<file path="src/rtl/axi_llc_tag_flush_seq.sv">
`default_nettype none
// ============================================================================
//  Module   : axi_llc_tag_flush_seq
//  Purpose  : Initiator-side flush sequencer for the LLC tag storage. Accepts
//             a way-mask flush command, walks every index of each selected,
//             non-SPM way in ascending way order, issues one Flush request per
//             line to the tag store and forwards dirty lines as eviction
//             descriptors to the write-back path.
//  Ports    : clk_i/rst_i            clock, asynchronous active-high reset
//             spm_lock_i/flush_way_i  SPM-locked ways / ways to flush
//             flush_valid_i/_ready_o  flush command handshake
//             req_o/req_valid_o/req_ready_i   tag-store request channel
//             res_i/res_valid_i/res_ready_o   tag-store response channel
//             evict_*_o/evict_valid_o/evict_ready_i  eviction descriptor
//             flushed_o               ways whose flush has completed
//             busy_o/done_o           status, done is a one-cycle pulse
//  Request layout  (MSB..LSB): mode[1:0], indicator, index, tag, dirty
//  Response layout (MSB..LSB): indicator, hit, evict, evict_tag
//  Revision : 1.0 - initial release
// ============================================================================
module axi_llc_tag_flush_seq #(
    parameter int unsigned SET_ASSOCIATIVITY = 4,
    parameter int unsigned NUM_LINES         = 4,
    parameter int unsigned INDEX_LENGTH      = 2,
    parameter int unsigned TAG_LENGTH        = 8,
    parameter logic [1:0]  FLUSH_MODE        = 2'd2
) (
    input  logic                                                      clk_i,
    input  logic                                                      rst_i,
    input  logic [SET_ASSOCIATIVITY-1:0]                              spm_lock_i,
    input  logic [SET_ASSOCIATIVITY-1:0]                              flush_way_i,
    input  logic                                                      flush_valid_i,
    output logic                                                      flush_ready_o,
    output logic [2+SET_ASSOCIATIVITY+INDEX_LENGTH+TAG_LENGTH:0]      req_o,
    output logic                                                      req_valid_o,
    input  logic                                                      req_ready_i,
    input  logic [SET_ASSOCIATIVITY+TAG_LENGTH+1:0]                   res_i,
    input  logic                                                      res_valid_i,
    output logic                                                      res_ready_o,
    output logic [TAG_LENGTH-1:0]                                     evict_tag_o,
    output logic [INDEX_LENGTH-1:0]                                   evict_index_o,
    output logic [SET_ASSOCIATIVITY-1:0]                              evict_way_o,
    output logic                                                      evict_valid_o,
    input  logic                                                      evict_ready_i,
    output logic [SET_ASSOCIATIVITY-1:0]                              flushed_o,
    output logic                                                      busy_o,
    output logic                                                      done_o
);

    typedef struct packed {
        logic [1:0]                   mode;
        logic [SET_ASSOCIATIVITY-1:0] indicator;
        logic [INDEX_LENGTH-1:0]      index;
        logic [TAG_LENGTH-1:0]        tag;
        logic                         dirty;
    } store_req_t;

    typedef struct packed {
        logic [SET_ASSOCIATIVITY-1:0] indicator;
        logic                         hit;
        logic                         evict;
        logic [TAG_LENGTH-1:0]        evict_tag;
    } store_res_t;

    localparam logic [2:0] c_IDLE  = 3'd0;
    localparam logic [2:0] c_SEL   = 3'd1;
    localparam logic [2:0] c_REQ   = 3'd2;
    localparam logic [2:0] c_RESP  = 3'd3;
    localparam logic [2:0] c_EVICT = 3'd4;
    localparam logic [2:0] c_DONE  = 3'd5;

    localparam logic [INDEX_LENGTH-1:0]      c_LAST_IDX = INDEX_LENGTH'(NUM_LINES - 1);
    localparam logic [INDEX_LENGTH-1:0]      c_IDX_ONE  = INDEX_LENGTH'(1);
    localparam logic [SET_ASSOCIATIVITY-1:0] c_WAY_ONE  = SET_ASSOCIATIVITY'(1);

    logic [2:0]                   r_state;
    logic [SET_ASSOCIATIVITY-1:0] r_remain;
    logic [SET_ASSOCIATIVITY-1:0] r_way;
    logic [SET_ASSOCIATIVITY-1:0] r_flushed;
    logic [INDEX_LENGTH-1:0]      r_idx;
    logic [TAG_LENGTH-1:0]        r_evict_tag;
    logic [INDEX_LENGTH-1:0]      r_evict_index;
    logic [SET_ASSOCIATIVITY-1:0] r_evict_way;

    store_req_t                   w_req;
    store_res_t                   w_res;
    logic [SET_ASSOCIATIVITY-1:0] w_lowest;
    logic                         w_last;
    logic                         w_advance;
    logic                         w_unused;

    assign w_res    = res_i;
    // Isolate the lowest set bit: x & -x.
    assign w_lowest = r_remain & (~r_remain + c_WAY_ONE);
    assign w_last   = (r_idx == c_LAST_IDX);
    // A line is finished either on a clean response or once its
    // eviction descriptor has been taken by the write-back path.
    assign w_advance = ((r_state == c_RESP) && res_valid_i && !w_res.evict) ||
                       ((r_state == c_EVICT) && evict_ready_i);
    // Hit and echoed indicator carry no information for a flush walk.
    assign w_unused = ^{w_res.hit, w_res.indicator};

    // Request fields come from registers only, so they stay stable while
    // waiting for req_ready_i; the bus reads zero outside REQ.
    always_comb begin
        w_req = '0;
        if (r_state == c_REQ) begin
            w_req.mode      = FLUSH_MODE;
            w_req.indicator = r_way;
            w_req.index     = r_idx;
        end
    end

    always_ff @(posedge clk_i or posedge rst_i) begin
        if (rst_i) begin
            r_state       <= c_IDLE;
            r_remain      <= '0;
            r_way         <= '0;
            r_flushed     <= '0;
            r_idx         <= '0;
            r_evict_tag   <= '0;
            r_evict_index <= '0;
            r_evict_way   <= '0;
        end else begin
            case (r_state)
                c_IDLE: begin
                    if (flush_valid_i) begin
                        // SPM mask is sampled only here; later lock changes
                        // do not affect a flush already in progress.
                        r_remain  <= flush_way_i & ~spm_lock_i;
                        r_flushed <= r_flushed & ~flush_way_i;
                        r_state   <= c_SEL;
                    end
                end
                c_SEL: begin
                    if (r_remain == '0) begin
                        r_state <= c_DONE;
                    end else begin
                        r_way   <= w_lowest;
                        r_idx   <= '0;
                        r_state <= c_REQ;
                    end
                end
                c_REQ: begin
                    if (req_ready_i) begin
                        r_state <= c_RESP;
                    end
                end
                c_RESP: begin
                    if (res_valid_i && w_res.evict) begin
                        r_evict_tag   <= w_res.evict_tag;
                        r_evict_index <= r_idx;
                        r_evict_way   <= r_way;
                        r_state       <= c_EVICT;
                    end
                end
                c_EVICT: begin
                end
                c_DONE: begin
                    r_state <= c_IDLE;
                end
                default: begin
                    r_state <= c_IDLE;
                end
            endcase

            if (w_advance) begin
                if (w_last) begin
                    r_flushed <= r_flushed | r_way;
                    r_remain  <= r_remain & ~r_way;
                    r_state   <= c_SEL;
                end else begin
                    r_idx   <= r_idx + c_IDX_ONE;
                    r_state <= c_REQ;
                end
            end
        end
    end

    assign flush_ready_o = (r_state == c_IDLE);
    assign req_valid_o   = (r_state == c_REQ);
    assign res_ready_o   = (r_state == c_RESP);
    assign evict_valid_o = (r_state == c_EVICT);
    assign busy_o        = (r_state != c_IDLE);
    assign done_o        = (r_state == c_DONE);
    assign req_o         = w_req;
    assign evict_tag_o   = r_evict_tag;
    assign evict_index_o = r_evict_index;
    assign evict_way_o   = r_evict_way;
    assign flushed_o     = r_flushed;

endmodule
`default_nettype wire
</file>
<file path="config.mk">
export PLATFORM = sky130hd
export DESIGN_NAME = axi_llc_tag_flush_seq
export DESIGN_NICKNAME = d
export VERILOG_FILES = /design/src/rtl/axi_llc_tag_flush_seq.sv
export SDC_FILE = /design/constraint.sdc
export NUM_CORES = 1
export LEC_CHECK = 0
export BUFFER_PORTS_ARGS = -buffer_cell sky130_fd_sc_hd__buf_2
export CORE_MARGIN = 8
export CORE_UTILIZATION = 40
export CTS_CLUSTER_DIAMETER = 120
export CTS_CLUSTER_SIZE = 14
export DETAILED_ROUTE_END_ITERATION = 12
export GPL_ROUTABILITY_DRIVEN = 0
export PLACE_DENSITY = 0.69
export RECOVER_POWER = 50
export SYNTH_ARGS = -nofsm -noshare
export SYNTH_HDL_FRONTEND = slang
export SYNTH_SLANG_ARGS = --single-unit
</file>
<file path="constraint.sdc">
create_clock -name clk_i -period 2.4 [get_ports clk_i]
set_input_delay 0.12 -clock clk_i [delete_from_list [all_inputs] [get_ports clk_i]]
set_output_delay 0.12 -clock clk_i [all_outputs]
set_load 0.01 [all_outputs]
</file>
==> impl_metrics.env <==
export IMPL_wirelength_mm=3.568
export IMPL_die_area_mm2=0.006202
export IMPL_ant_nets=0
export IMPL_drt_pass1_iterations=4
export IMPL_cts_root_buf="clkbuf_8"
export IMPL_wl_per_cell_um=14.68
export IMPL_clockBufferDepth=2
export IMPL_syn_avg_cell_area_um2=11.58
export IMPL_worstMarginPinSlew_ps=565.7
export IMPL_grt_pass1_wl_mm=5.865
export IMPL_clk_pin_slew_ps=60
export IMPL_fin_crit_sh_pct=77.51
export IMPL_antenna_found_initial=0
export IMPL_fmax_mhz=537.6
export IMPL_clock_latency_ps=280
export IMPL_start_util_pct=40.55
export IMPL_path_cells="nor3b_2 > and2_1 > buf_2"
export IMPL_end_kind="output pin"
export IMPL_htreeDepth=2
export IMPL_track_usage_pct=11.84
export IMPL_r2r_end="flushed_o[2]"
export IMPL_slew_headroom_pct=62.12
export IMPL_dp_hpwl_mm=2.688
export IMPL_finalSetupViolCount=0
export IMPL_cts_hold_buf=2
export IMPL_die_h_um=78.76
export IMPL_tritoncts="yes"
export IMPL_rrSetupSlack_ps=630
export IMPL_vias=1201
export IMPL_rsz0062_at_grt="no"
export IMPL_wl_met2_mm=1.669
export IMPL_regToRegStartpoint="r_state[1]"
export IMPL_grt_pass1_vias=1278
export IMPL_io_buffers=53
export IMPL_cp_arrival_ps=1740
export IMPL_io_pins=69
export IMPL_final_core_util_pct=49.15
export IMPL_worstRegToRegCells=5
export IMPL_fin_hold_ws_ps=7.030
export IMPL_core_area_mm2=0.003885
export IMPL_via_per_inst=4.942
export IMPL_synth_seq_cells=31
export IMPL_finalClockSkew_ps=6.303
export IMPL_crit_required_ps=2280
export IMPL_period_needed_ps=1860
export IMPL_p_per_area_mw_per_mm2=1118
export IMPL_slew_viol_final=0
export IMPL_grt_ovfl_total=0
export IMPL_top_layer="met4"
export IMPL_leakage_nw=0.9853
export IMPL_post_cts_setup_buffer_count=0
export IMPL_hp_class="in -> reg"
export IMPL_cp_endpoint="req_o[10]"
export IMPL_fin_nets=221
export IMPL_peakVddDrop_mv=0.4744
export IMPL_path_max_fanout=12
export IMPL_drc=0
export IMPL_startpoint_type="flip-flop"
export IMPL_netlist_area_mm2=0.001575
export IMPL_drive_gt1_share_pct=34.20
export IMPL_fin_setup_tns_ps=0
export IMPL_synth_cell_type_count=35
export IMPL_die_w_um=78.76
export IMPL_hold_viol=0
export IMPL_row_count=23
export IMPL_synthToLayoutAreaGrowth_pct=21.21
export IMPL_cp_slowest_stage_delay_ps=560
export IMPL_startpoint="r_state[1]"
export IMPL_yosysSeqAreaShare_pct=49.25
export IMPL_power_total_w=0.002134
export IMPL_grt_start_max_net_pins=32
export IMPL_outcome="complete, no violations"
export IMPL_dr_wl_met3_um=366
export IMPL_criticalPathCategory="reg -> out"
export IMPL_syn_inst=136
export IMPL_cap_viol_max_count=0
export IMPL_wl_met1_mm=1.470
export IMPL_cp_slowest_cell="nor3b_2"
export IMPL_cts_resized=0
export IMPL_numCtsBuffers=5
export IMPL_cts_num_sinks=31
export IMPL_first_iter_violations=36
export IMPL_n_antenna_cell=0
export IMPL_yosys_warnings=0
## report_power, final
part           switching, W  total, W  internal, W
clock network      0.000178  0.000381     0.000203
logic              0.000416  0.000825     0.000409
registers          0.000203  0.000928     0.000725
total              0.000797   0.00213      0.00134
## worst min-delay path by stage
stage / end / start / cells after the start
finish: r_remain[0] / spm_lock_i[0] / 2
global route: r_remain[1] / spm_lock_i[1] / 2
CTS: r_remain[0] / spm_lock_i[0] / 2
detailed placement: evict_way_o[3] / rst_i / 3
global placement: evict_tag_o[7] / rst_i / 3
floorplan: r_remain[0] / spm_lock_i[0] / 1
## metrics by stage
| step | setup WS, ps | cells | area (um^2) |
|---|---|---|---|
| 2_1_floorplan | 708.7 | 145 | 1609 |
| 3_3_place_gp | 643.6 | 233 | 1827 |
| 3_5_place_dp | 612.3 | 233 | 1827 |
| 4_1_cts | 505.1 | 243 | 1928 |
| 5_1_grt | 355.5 | 243 | 1909 |
| 6_report | 539.8 | 243 | 1909 |
## area by class of cell
class,instances,area [um^2]
Clock buffer,7,76.32
Timing Repair Buffer,57,281.5
Inverter,5,18.77
Fill cell,399,1976
Clock inverter,1,5.005
Tap cell,50,62.56
Sequential cell,31,775.7
Multi-Input combinational cell,92,689.4
## placed cells by master (no fill, tap or decap), types with 2 or more instances in the layout
| cell type | count |
|---|---|
| buf_2 | 38 |
| dfrtp_1 | 31 |
| clkbuf_1 | 17 |
| mux2_2 | 12 |
| nand2_1 | 12 |
| conb_1 | 10 |
| and2_1 | 7 |
| mux2i_1 | 6 |
| o2bb2ai_1 | 5 |
| clkbuf_8 | 5 |
| a22o_1 | 4 |
| a21oi_1 | 4 |
| mux2_1 | 3 |
| nor3b_2 | 3 |
| inv_1 | 3 |
| nor2_1 | 3 |
| nand3b_1 | 2 |
| inv_2 | 2 |
| and3b_1 | 2 |
| nor2b_1 | 2 |
| o21a_1 | 2 |
| o21ai_0 | 2 |
| dlygate4sd3_1 | 2 |
| buf_4 | 2 |
## worst max-delay path: cells and delay by family, from the launching register on
kind,cells,cell delay [ps]
buffers and inverters,1,130
AND/OR/NAND/NOR,2,770
flip-flops,1,550
## synthesized netlist by cell type, drive strengths merged
cell / number / area (um^2)
a2111oi: 1 / 8.760
a21oi: 4 / 20.02
a22o: 4 / 35.03
a32o: 1 / 10.01
a32oi: 2 / 25.03
and2: 7 / 43.79
and3: 1 / 6.260
and3b: 2 / 17.52
buf: 17 / 125.1
conb: 1 / 3.750
dfrtp: 31 / 775.7
ha: 1 / 12.51
inv: 5 / 18.77
mux2: 15 / 168.9
mux2i: 6 / 60.06
nand2: 12 / 45.04
nand2b: 1 / 6.260
nand3b: 2 / 15.01
nor2: 3 / 11.26
nor2b: 2 / 12.51
nor3: 1 / 5.000
nor3b: 3 / 37.54
nor4b: 1 / 8.760
o21a: 2 / 15.01
o21ai: 2 / 10.01
o2bb2ai: 5 / 43.79
or3: 2 / 13.77
or3b: 1 / 8.760
or4: 1 / 11.26
## flip-flops by register name (all words and copies together), names as in the netlist
name	cells
evict_tag_o	8
r_way	4
r_state	3
r_remain	4
r_idx	2
evict_index_o	2
evict_way_o	4
flushed_o	4
## logic make-up (layout without fill, tap and decap cells)
group                    count (synthesis)  count (layout)  synth area share, %
buffers and inverters                   22              70                9.134
other                                    1              10               0.2381
AND/OR/NAND/NOR                         39              39                15.41
flip-flops                              31              31                49.25
adder cells (fa/ha/maj)                  1               1               0.7942
AO/OA/AOI/OAI                           21              21                10.64
multiplexers                            21              21                14.54
## layer usage
metal,up-vias,global-route usage [%]
met5,-,0
met4,0,5.741
met3,8,5.756
met2,48,18.23
met1,572,13.49
li1,573,-
Power figures use the tool's default switching activity.
